$ cat config.mk
export PLATFORM = sky130hd
export DESIGN_NAME = tdm_demux_receiver_flat
export DESIGN_NICKNAME = d
export VERILOG_FILES = /design/src/rtl/tdm_demux_if.sv /design/src/rtl/tdm_demux_receiver.sv /design/src/flat_wrapper.sv
export SDC_FILE = /design/constraint.sdc
export NUM_CORES = 1
export LEC_CHECK = 0
export CAP_MARGIN = 25
export CELL_PAD_IN_SITES_DETAIL_PLACEMENT = 1
export CELL_PAD_IN_SITES_GLOBAL_PLACEMENT = 1
export CORE_UTILIZATION = 40
export CTS_BUF_LIST = sky130_fd_sc_hd__clkbuf_4
export CTS_CLUSTER_SIZE = 14
export DETAILED_ROUTE_END_ITERATION = 10
export PLACE_DENSITY_LB_ADDON = 0.1
export SLEW_MARGIN = 20
export SYNTH_ARGS = -nofsm -noshare
export SYNTH_HDL_FRONTEND = slang
export SYNTH_SLANG_ARGS = --single-unit
export TNS_END_PERCENT = 50
$ cat constraint.sdc
create_clock -name clk -period 4.41 [get_ports clk]
set_input_delay 0.6615 -clock clk [delete_from_list [all_inputs] [get_ports clk]]
set_output_delay 0.6615 -clock clk [all_outputs]
set_load 0.05 [all_outputs]
$ cat src/rtl/tdm_demux_if.sv
// -----------------------------------------------------------------------------
// tdm_demux_if
// Bundle of the serial-in / parallel-out signals of the TDM demux receiver.
//
// Signals
//   ser_in       serial lane bit
//   ser_valid    ser_in carries a lane bit this cycle
//   frame_start  qualifies the current ser_valid bit as lane 0
//   data_out     assembled word, lane 0 in bit WIDTH-1
//   out_valid    data_out holds an unconsumed word
//   out_ready    consumer accepts data_out on this edge
//   lane_sel     index of the next lane expected
//   lane_onehot  one-hot lane_sel: lane k -> bit WIDTH-1-k set
//   busy         a frame is partially received
//   overrun      sticky: a completed word was dropped
//
// Modports
//   master  link source / word consumer side (drives serial inputs, out_ready)
//   slave   receiver side (tdm_demux_receiver)
// -----------------------------------------------------------------------------
interface tdm_demux_if #(
  parameter int WIDTH = 4,
  parameter int SEL_W = 2
);
  logic             ser_in;
  logic             ser_valid;
  logic             frame_start;
  logic [WIDTH-1:0] data_out;
  logic             out_valid;
  logic             out_ready;
  logic [SEL_W-1:0] lane_sel;
  logic [WIDTH-1:0] lane_onehot;
  logic             busy;
  logic             overrun;

  modport master (
    output ser_in, ser_valid, frame_start, out_ready,
    input  data_out, out_valid, lane_sel, lane_onehot, busy, overrun
  );

  modport slave (
    input  ser_in, ser_valid, frame_start, out_ready,
    output data_out, out_valid, lane_sel, lane_onehot, busy, overrun
  );
endinterface

$ cat src/rtl/tdm_demux_receiver.sv
// -----------------------------------------------------------------------------
// tdm_demux_receiver
// Receive end of a time-multiplexed serial link. One lane bit arrives per
// ser_valid cycle; frame_start marks lane 0. WIDTH lane bits are assembled
// into a parallel word (lane 0 in the MSB) and offered on a valid/ready
// output. A word completed while the previous one is still held and not
// being accepted is dropped and flagged on the sticky overrun output.
//
// Parameters
//   WIDTH  lanes per frame = bits in data_out (power of 2, >= 2)
//   SEL_W  lane index width, must equal $clog2(WIDTH)
//
// Ports
//   clk    rising-edge clock
//   rst_n  asynchronous reset, active low
//   bus    tdm_demux_if.slave (serial input, word output, lane status)
// -----------------------------------------------------------------------------
module tdm_demux_receiver #(
  parameter int WIDTH = 4,
  parameter int SEL_W = 2
) (
  input  logic        clk,
  input  logic        rst_n,
  tdm_demux_if.slave  bus
);

  typedef enum logic {
    IDLE  = 1'b0,
    SHIFT = 1'b1
  } state_t;

  state_t           state_q, state_d;
  logic [SEL_W-1:0] lane_q, lane_d;
  logic [WIDTH-1:0] shreg_q, shreg_d;
  logic [WIDTH-1:0] data_q, data_d;
  logic             valid_q, valid_d;
  logic             overrun_q, overrun_d;

  logic             start;     // lane-0 bit, valid in either state (resync in SHIFT)
  logic             take;      // continuation bit inside a frame
  logic             complete;  // this edge samples the last lane
  logic [SEL_W-1:0] bit_idx;
  logic [WIDTH-1:0] word;      // shreg with the current bit merged in

  // Lane k lands in bit WIDTH-1-k; with WIDTH a power of two that index is
  // simply the bitwise inverse of the lane number.
  assign bit_idx  = ~lane_q;
  assign start    = bus.ser_valid && bus.frame_start;
  assign take     = bus.ser_valid && !bus.frame_start && (state_q == SHIFT);
  assign complete = take && (lane_q == SEL_W'(WIDTH - 1));

  always_comb begin
    word          = shreg_q;
    word[bit_idx] = bus.ser_in;
  end

  // ---------------------------------------------------------------------------
  // Frame FSM: state register + next-state logic
  // ---------------------------------------------------------------------------
  // NOTE: sequential state is written with non-blocking assignments so every
  // register samples the pre-edge values, independent of statement order.
  always_ff @(posedge clk or negedge rst_n) begin
    if (!rst_n) begin
      state_q <= IDLE;
      lane_q  <= '0;
      shreg_q <= '0;
    end else begin
      state_q <= state_d;
      lane_q  <= lane_d;
      shreg_q <= shreg_d;
    end
  end

  // NOTE: every signal written here gets its hold value first, so no path
  // through the block leaves one unassigned and no latch is inferred.
  always_comb begin
    state_d = state_q;
    lane_d  = lane_q;
    shreg_d = shreg_q;
    if (start) begin
      // New frame, or resync: any partial frame is discarded silently.
      shreg_d          = '0;
      shreg_d[WIDTH-1] = bus.ser_in;
      lane_d           = SEL_W'(1);
      state_d          = SHIFT;
    end else if (take) begin
      shreg_d = word;
      if (complete) begin
        lane_d  = '0;
        state_d = IDLE;
      end else begin
        lane_d  = lane_q + SEL_W'(1);
      end
    end
  end

  // ---------------------------------------------------------------------------
  // Output holding register and handshake
  // ---------------------------------------------------------------------------
  always_ff @(posedge clk or negedge rst_n) begin
    if (!rst_n) begin
      data_q    <= '0;
      valid_q   <= 1'b0;
      overrun_q <= 1'b0;
    end else begin
      data_q    <= data_d;
      valid_q   <= valid_d;
      overrun_q <= overrun_d;
    end
  end

  always_comb begin
    data_d    = data_q;
    valid_d   = valid_q;
    overrun_d = overrun_q;
    if (complete) begin
      // Slot is free, or the held word leaves on this same edge: the new
      // word takes its place. Otherwise the new word is lost.
      if (!valid_q || bus.out_ready) begin
        data_d  = word;
        valid_d = 1'b1;
      end else begin
        overrun_d = 1'b1;
      end
    end else if (valid_q && bus.out_ready) begin
      valid_d = 1'b0;
    end
  end

  // ---------------------------------------------------------------------------
  // Outputs
  // ---------------------------------------------------------------------------
  assign bus.data_out    = data_q;
  assign bus.out_valid   = valid_q;
  assign bus.overrun     = overrun_q;
  assign bus.lane_sel    = lane_q;
  assign bus.busy        = (state_q == SHIFT);
  // Lane 0 decodes to the MSB; the shift never empties the vector.
  assign bus.lane_onehot = {1'b1, {(WIDTH-1){1'b0}}} >> lane_q;

endmodule

$ cat src/flat_wrapper.sv
// flat-port wrapper written by rule: the top's interface ports become plain ports
module tdm_demux_receiver_flat 
#(
  parameter int WIDTH = 4,
  parameter int SEL_W = 2
)
  (clk, rst_n, bus_ser_in, bus_ser_valid, bus_frame_start, bus_out_ready, bus_data_out, bus_out_valid, bus_lane_sel, bus_lane_onehot, bus_busy, bus_overrun);
  tdm_demux_if #(.WIDTH(WIDTH), .SEL_W(SEL_W)) bus_i ();
  input  logic clk;
  input  logic rst_n;
  input wire logic [$bits(bus_i.ser_in)-1:0] bus_ser_in;
  input wire logic [$bits(bus_i.ser_valid)-1:0] bus_ser_valid;
  input wire logic [$bits(bus_i.frame_start)-1:0] bus_frame_start;
  input wire logic [$bits(bus_i.out_ready)-1:0] bus_out_ready;
  output wire logic [$bits(bus_i.data_out)-1:0] bus_data_out;
  output wire logic [$bits(bus_i.out_valid)-1:0] bus_out_valid;
  output wire logic [$bits(bus_i.lane_sel)-1:0] bus_lane_sel;
  output wire logic [$bits(bus_i.lane_onehot)-1:0] bus_lane_onehot;
  output wire logic [$bits(bus_i.busy)-1:0] bus_busy;
  output wire logic [$bits(bus_i.overrun)-1:0] bus_overrun;
  assign bus_i.ser_in = bus_ser_in;
  assign bus_i.ser_valid = bus_ser_valid;
  assign bus_i.frame_start = bus_frame_start;
  assign bus_i.out_ready = bus_out_ready;
  assign bus_data_out = bus_i.data_out;
  assign bus_out_valid = bus_i.out_valid;
  assign bus_lane_sel = bus_i.lane_sel;
  assign bus_lane_onehot = bus_i.lane_onehot;
  assign bus_busy = bus_i.busy;
  assign bus_overrun = bus_i.overrun;
  tdm_demux_receiver #(.WIDTH(WIDTH), .SEL_W(SEL_W)) u_core (.clk(clk), .rst_n(rst_n), .bus(bus_i));
endmodule
==> metrics.md <==
| Metric | Value |
|---|---|
| Clock input transition at the sequential cells of the worst setup and hold paths | approximately 0.090 ns |
| Final HPWL DP | between 1 and 1.5 mm |
| Worst hold-check path type | flop to flop |
| Top achievable clock speed | approximately 380 MHz |
| Weighted congestion reported at the end of routability-driven placement | 0.7111 |
| Number of setup buffers added after CTS | 0 |
| Count of unique library cells instantiated by Yosys | 24 |
| Starting utilization of the core area | 0.4414 |
| Top_reg_cell synth | sky130_fd_sc_hd__dfrtp_1 |
| IO Count | 19 |
| Met3 WL post-DR | 68 µm |
| Worst Path Buf+Inv | 1 |
| Clock Root Buffer | sky130_fd_sc_hd__clkbuf_4 |
| Core region area | about 1600 µm² |
| CP endpoint kind | primary output |
| Cells along the critical path | ha_1 -> clkdlybuf4s50_1 |
| Slew at the pin with the worst max-slew slack | between 0.5 and 0.6 ns |
| Number of design-rule violations left by the first detailed-router iteration | 8 |
| Clock skew after layout | 0.005201 ns |
| Critical path peak fanout | 6 |
| Post-Syn Nets | 70 |
| Switch share | 0.4789 |
| Detail Route met2 WL | between 600 and 700 µm |
| Total setup violations reported at the end of the flow | 0 |
| Most common cell after layout, fill and taps aside | sky130_fd_sc_hd__clkdlybuf4s50_1 |
| CP max-delay cell | sky130_fd_sc_hd__clkdlybuf4s50_1 |
| DR vias | 544 |
| Portion of the post-synthesis area used by sequential elements | 0.4727 |
| CTS Hold Bufs | 0 |
| Combinational Power Share | 0.572 |
| Via count of the first global-routing pass | 525 |
| Maximum cell stage delay along the critical path | approximately 0.86 ns |
| Hold_ws | roughly 0.49 ns |
| Average size of a mapped cell | 11.47 µm² |
| Smallest setup slack after layout | ~1.8 ns |
| Pin count of the biggest net entering global routing | 14 |
| Final Hold Violating Endpoints | 0 |
| Number of clock sinks seen by CTS | 13 |
| Share of synthesized flip-flops with an asynchronous set or reset | 1.000 |
| Setup repair after global routing missed its margin | false |
| Arrival time at the worst endpoint | 1.94 ns |
| Global-route wire length before repair | approximately 2.4 mm |
| Sequential share of power | 0.302 |
| Per-cell routed wire length | approximately 15 µm |
| Type of origin of the critical path | flop |
| Max-cap violations | 0 |
| Share of the core filled with cells in the final layout | 0.5754 |
| Psw | 0.0003148 W |
| Highest-count cells in the layout ignoring fill and taps | sky130_fd_sc_hd__clkdlybuf4s50_1, sky130_fd_sc_hd__dfrtp_1, sky130_fd_sc_hd__mux2_2 |
| Residual DRC count | 4 |
| Post-synthesis cell count | 60 |
| Top cell family by delay on the critical path | buffers and inverters |
| Internal portion of total power | ~0.00034 W |
| Layout overhead on the synthesized area | 30.36% |
| Total grt overflow | 0 |
| Vias per std cell | between 5 and 6 |
| Standard-cell rows | 14 |
| Number of enable flip-flop cells after synthesis | 0 |
| GRT Total Usage | 0.1788 |
| Highest metal used | met4 |
| Number of buffers on the longest clock path | 2 |
| Synthesis warning total | 0 |
| Power density normalized to cell area | 732.6 nW/µm² |
| Worst-skew pair later-pin latency | approximately 0.28 ns |
| Antenna diodes | 0 |
| Critical setup path kind | flop to primary output |
| Static leakage | 0.4205 nW |
| Run status | finished with violations |
| Post-DP Area | 867.1 µm² |
| Tmin final | between 2 and 3 ns |
| CTS tree | yes |
| Req. time, crit path | ~3.8 ns |
| Placement Setup Slack | 2.130 ns |
| Antenna violations before repair | 0 |
| Width of the die | 43.48 µm |
| Routed metal-1 wire length | around 650 µm |
| Crit share post-route | 0.5895 |
| Post-synthesis instance area | between 600 and 700 µm² |
| Number of buffers added by the clock tree synthesis step | 3 |
| FF+latch count, synth | 13 |
| Die span in y | between 40 and 50 µm |
| Post-detailed-route count of antenna-violating nets | 0 |
| Final routed wirelength across all metal layers | about 1.4 mm |
| Area of the die | 1890 µm² |
| Peak VDD IR | between 0.3 and 0.4 mV |
| Total negative slack for setup checks | 0 ns |
| Violations in the final reports | design-rule violations |
| Final net count | 90 |
| Pins over their slew limit | 0 |
| Quantity of gates resized following cts | 0 |
| Ratio of cells with drive above 1 in the final layout | 0.1646 |
| Part of the power in the clock network | 0.126 |
| Count of buffers from port buffering | 18 |
| Length of the first detailed-routing pass in iterations | 6 |
| Post-route standard cell area excluding fillers | roughly 900 µm² |
| H-tree depth reported by CTS | 1 |
| Reg2reg setup slack | roughly 2.8 ns |
| Worst relative slew slack | 0.6180 |
[cell families (layout without fill, tap and decap cells)]
kind of cell | count (synthesis) | after routing | share of synthesized area
flip-flops | 13 | 13 | 0.4727
multiplexers | 8 | 8 | 0.1309
AO/OA/AOI/OAI | 16 | 16 | 0.1527
AND/OR/NAND/NOR | 12 | 12 | 0.1182
buffers and inverters | 7 | 26 | 0.05271
adder cells (fa/ha/maj) | 4 | 4 | 0.07273
[final cells by class]
| type | instances | area [µm²] |
|---|---|---|
| fillers | 172 | 661.9 |
| multi-input cells | 40 | 326.6 |
| flip-flops and latches | 13 | 325.3 |
| repair buffers | 18 | 180.2 |
| clock buffers | 4 | 30.03 |
| well taps | 16 | 20.02 |
| inverters | 4 | 15.01 |
[stage by stage]
stage	instances	total power [W]
2_1_floorplan	60	0.0004682
3_3_place_gp	91	0.0005736
3_5_place_dp	91	0.0005796
4_1_cts	95	0.0006637
5_1_grt	95	0.0006956
6_report	95	0.0006573
[cell usage after synthesis, types with 2 or more instances]
cell / n / area (µm²)
sky130_fd_sc_hd__a21oi_1: 3 / 15.01
sky130_fd_sc_hd__a22oi_1: 2 / 15.01
sky130_fd_sc_hd__dfrtp_1: 13 / 325.3
sky130_fd_sc_hd__ha_1: 4 / 50.05
sky130_fd_sc_hd__inv_1: 4 / 15.01
sky130_fd_sc_hd__mux2_2: 7 / 78.83
sky130_fd_sc_hd__nand2_1: 6 / 22.52
sky130_fd_sc_hd__o21ai_0: 4 / 20.02
sky130_fd_sc_hd__o2bb2ai_1: 2 / 17.52
[per-layer routing]
metal | vias up | track usage
met4 | 0 | 0.1125
met2 | 16 | 0.2758
li1 | 248 | -
met1 | 275 | 0.2207
met5 | - | 0
met3 | 5 | 0.05000
[registers in the layout (all words and copies together) (netlist names)]
register and count:
u_core.bus.out_valid 1, u_core.bus.lane_sel 2, u_core.shreg_q 4, u_core.bus.overrun 1, u_core.bus.data_out 4, u_core.bus.busy 1
[worst paths after layout]
path / from / end / cells past startpoint
min in group asynchronous: rst_n / u_core.shreg_q[2]$_DFFE_PN0P_ / 1
setup reg to reg: u_core.bus.lane_sel[0]$_DFFE_PN0P_ / u_core.bus.data_out[3]$_DFFE_PN0P_ / 4
hold / removal: u_core.bus.data_out[2]$_DFFE_PN0P_ / u_core.bus.data_out[2]$_DFFE_PN0P_ / 1
hold reg to reg: u_core.bus.data_out[2]$_DFFE_PN0P_ / u_core.bus.data_out[2]$_DFFE_PN0P_ / 1
setup / recovery: u_core.bus.lane_sel[0]$_DFFE_PN0P_ / bus_lane_onehot[0] / 2
max in group asynchronous: rst_n / u_core.bus.overrun$_DFFE_PN0P_ / 1
[power groups by stage]
stage	sequential, W	combinational (W)	clock [W]
finish	0.000198	0.000376	0.0000828
floorplan	0.000281	0.000187	0
global route	0.000205	0.000399	0.0000917
global placement	0.000198	0.000375	0
CTS	0.000199	0.000380	0.0000850
detailed placement	0.000201	0.000378	0
(Power assumes the default switching activity.)
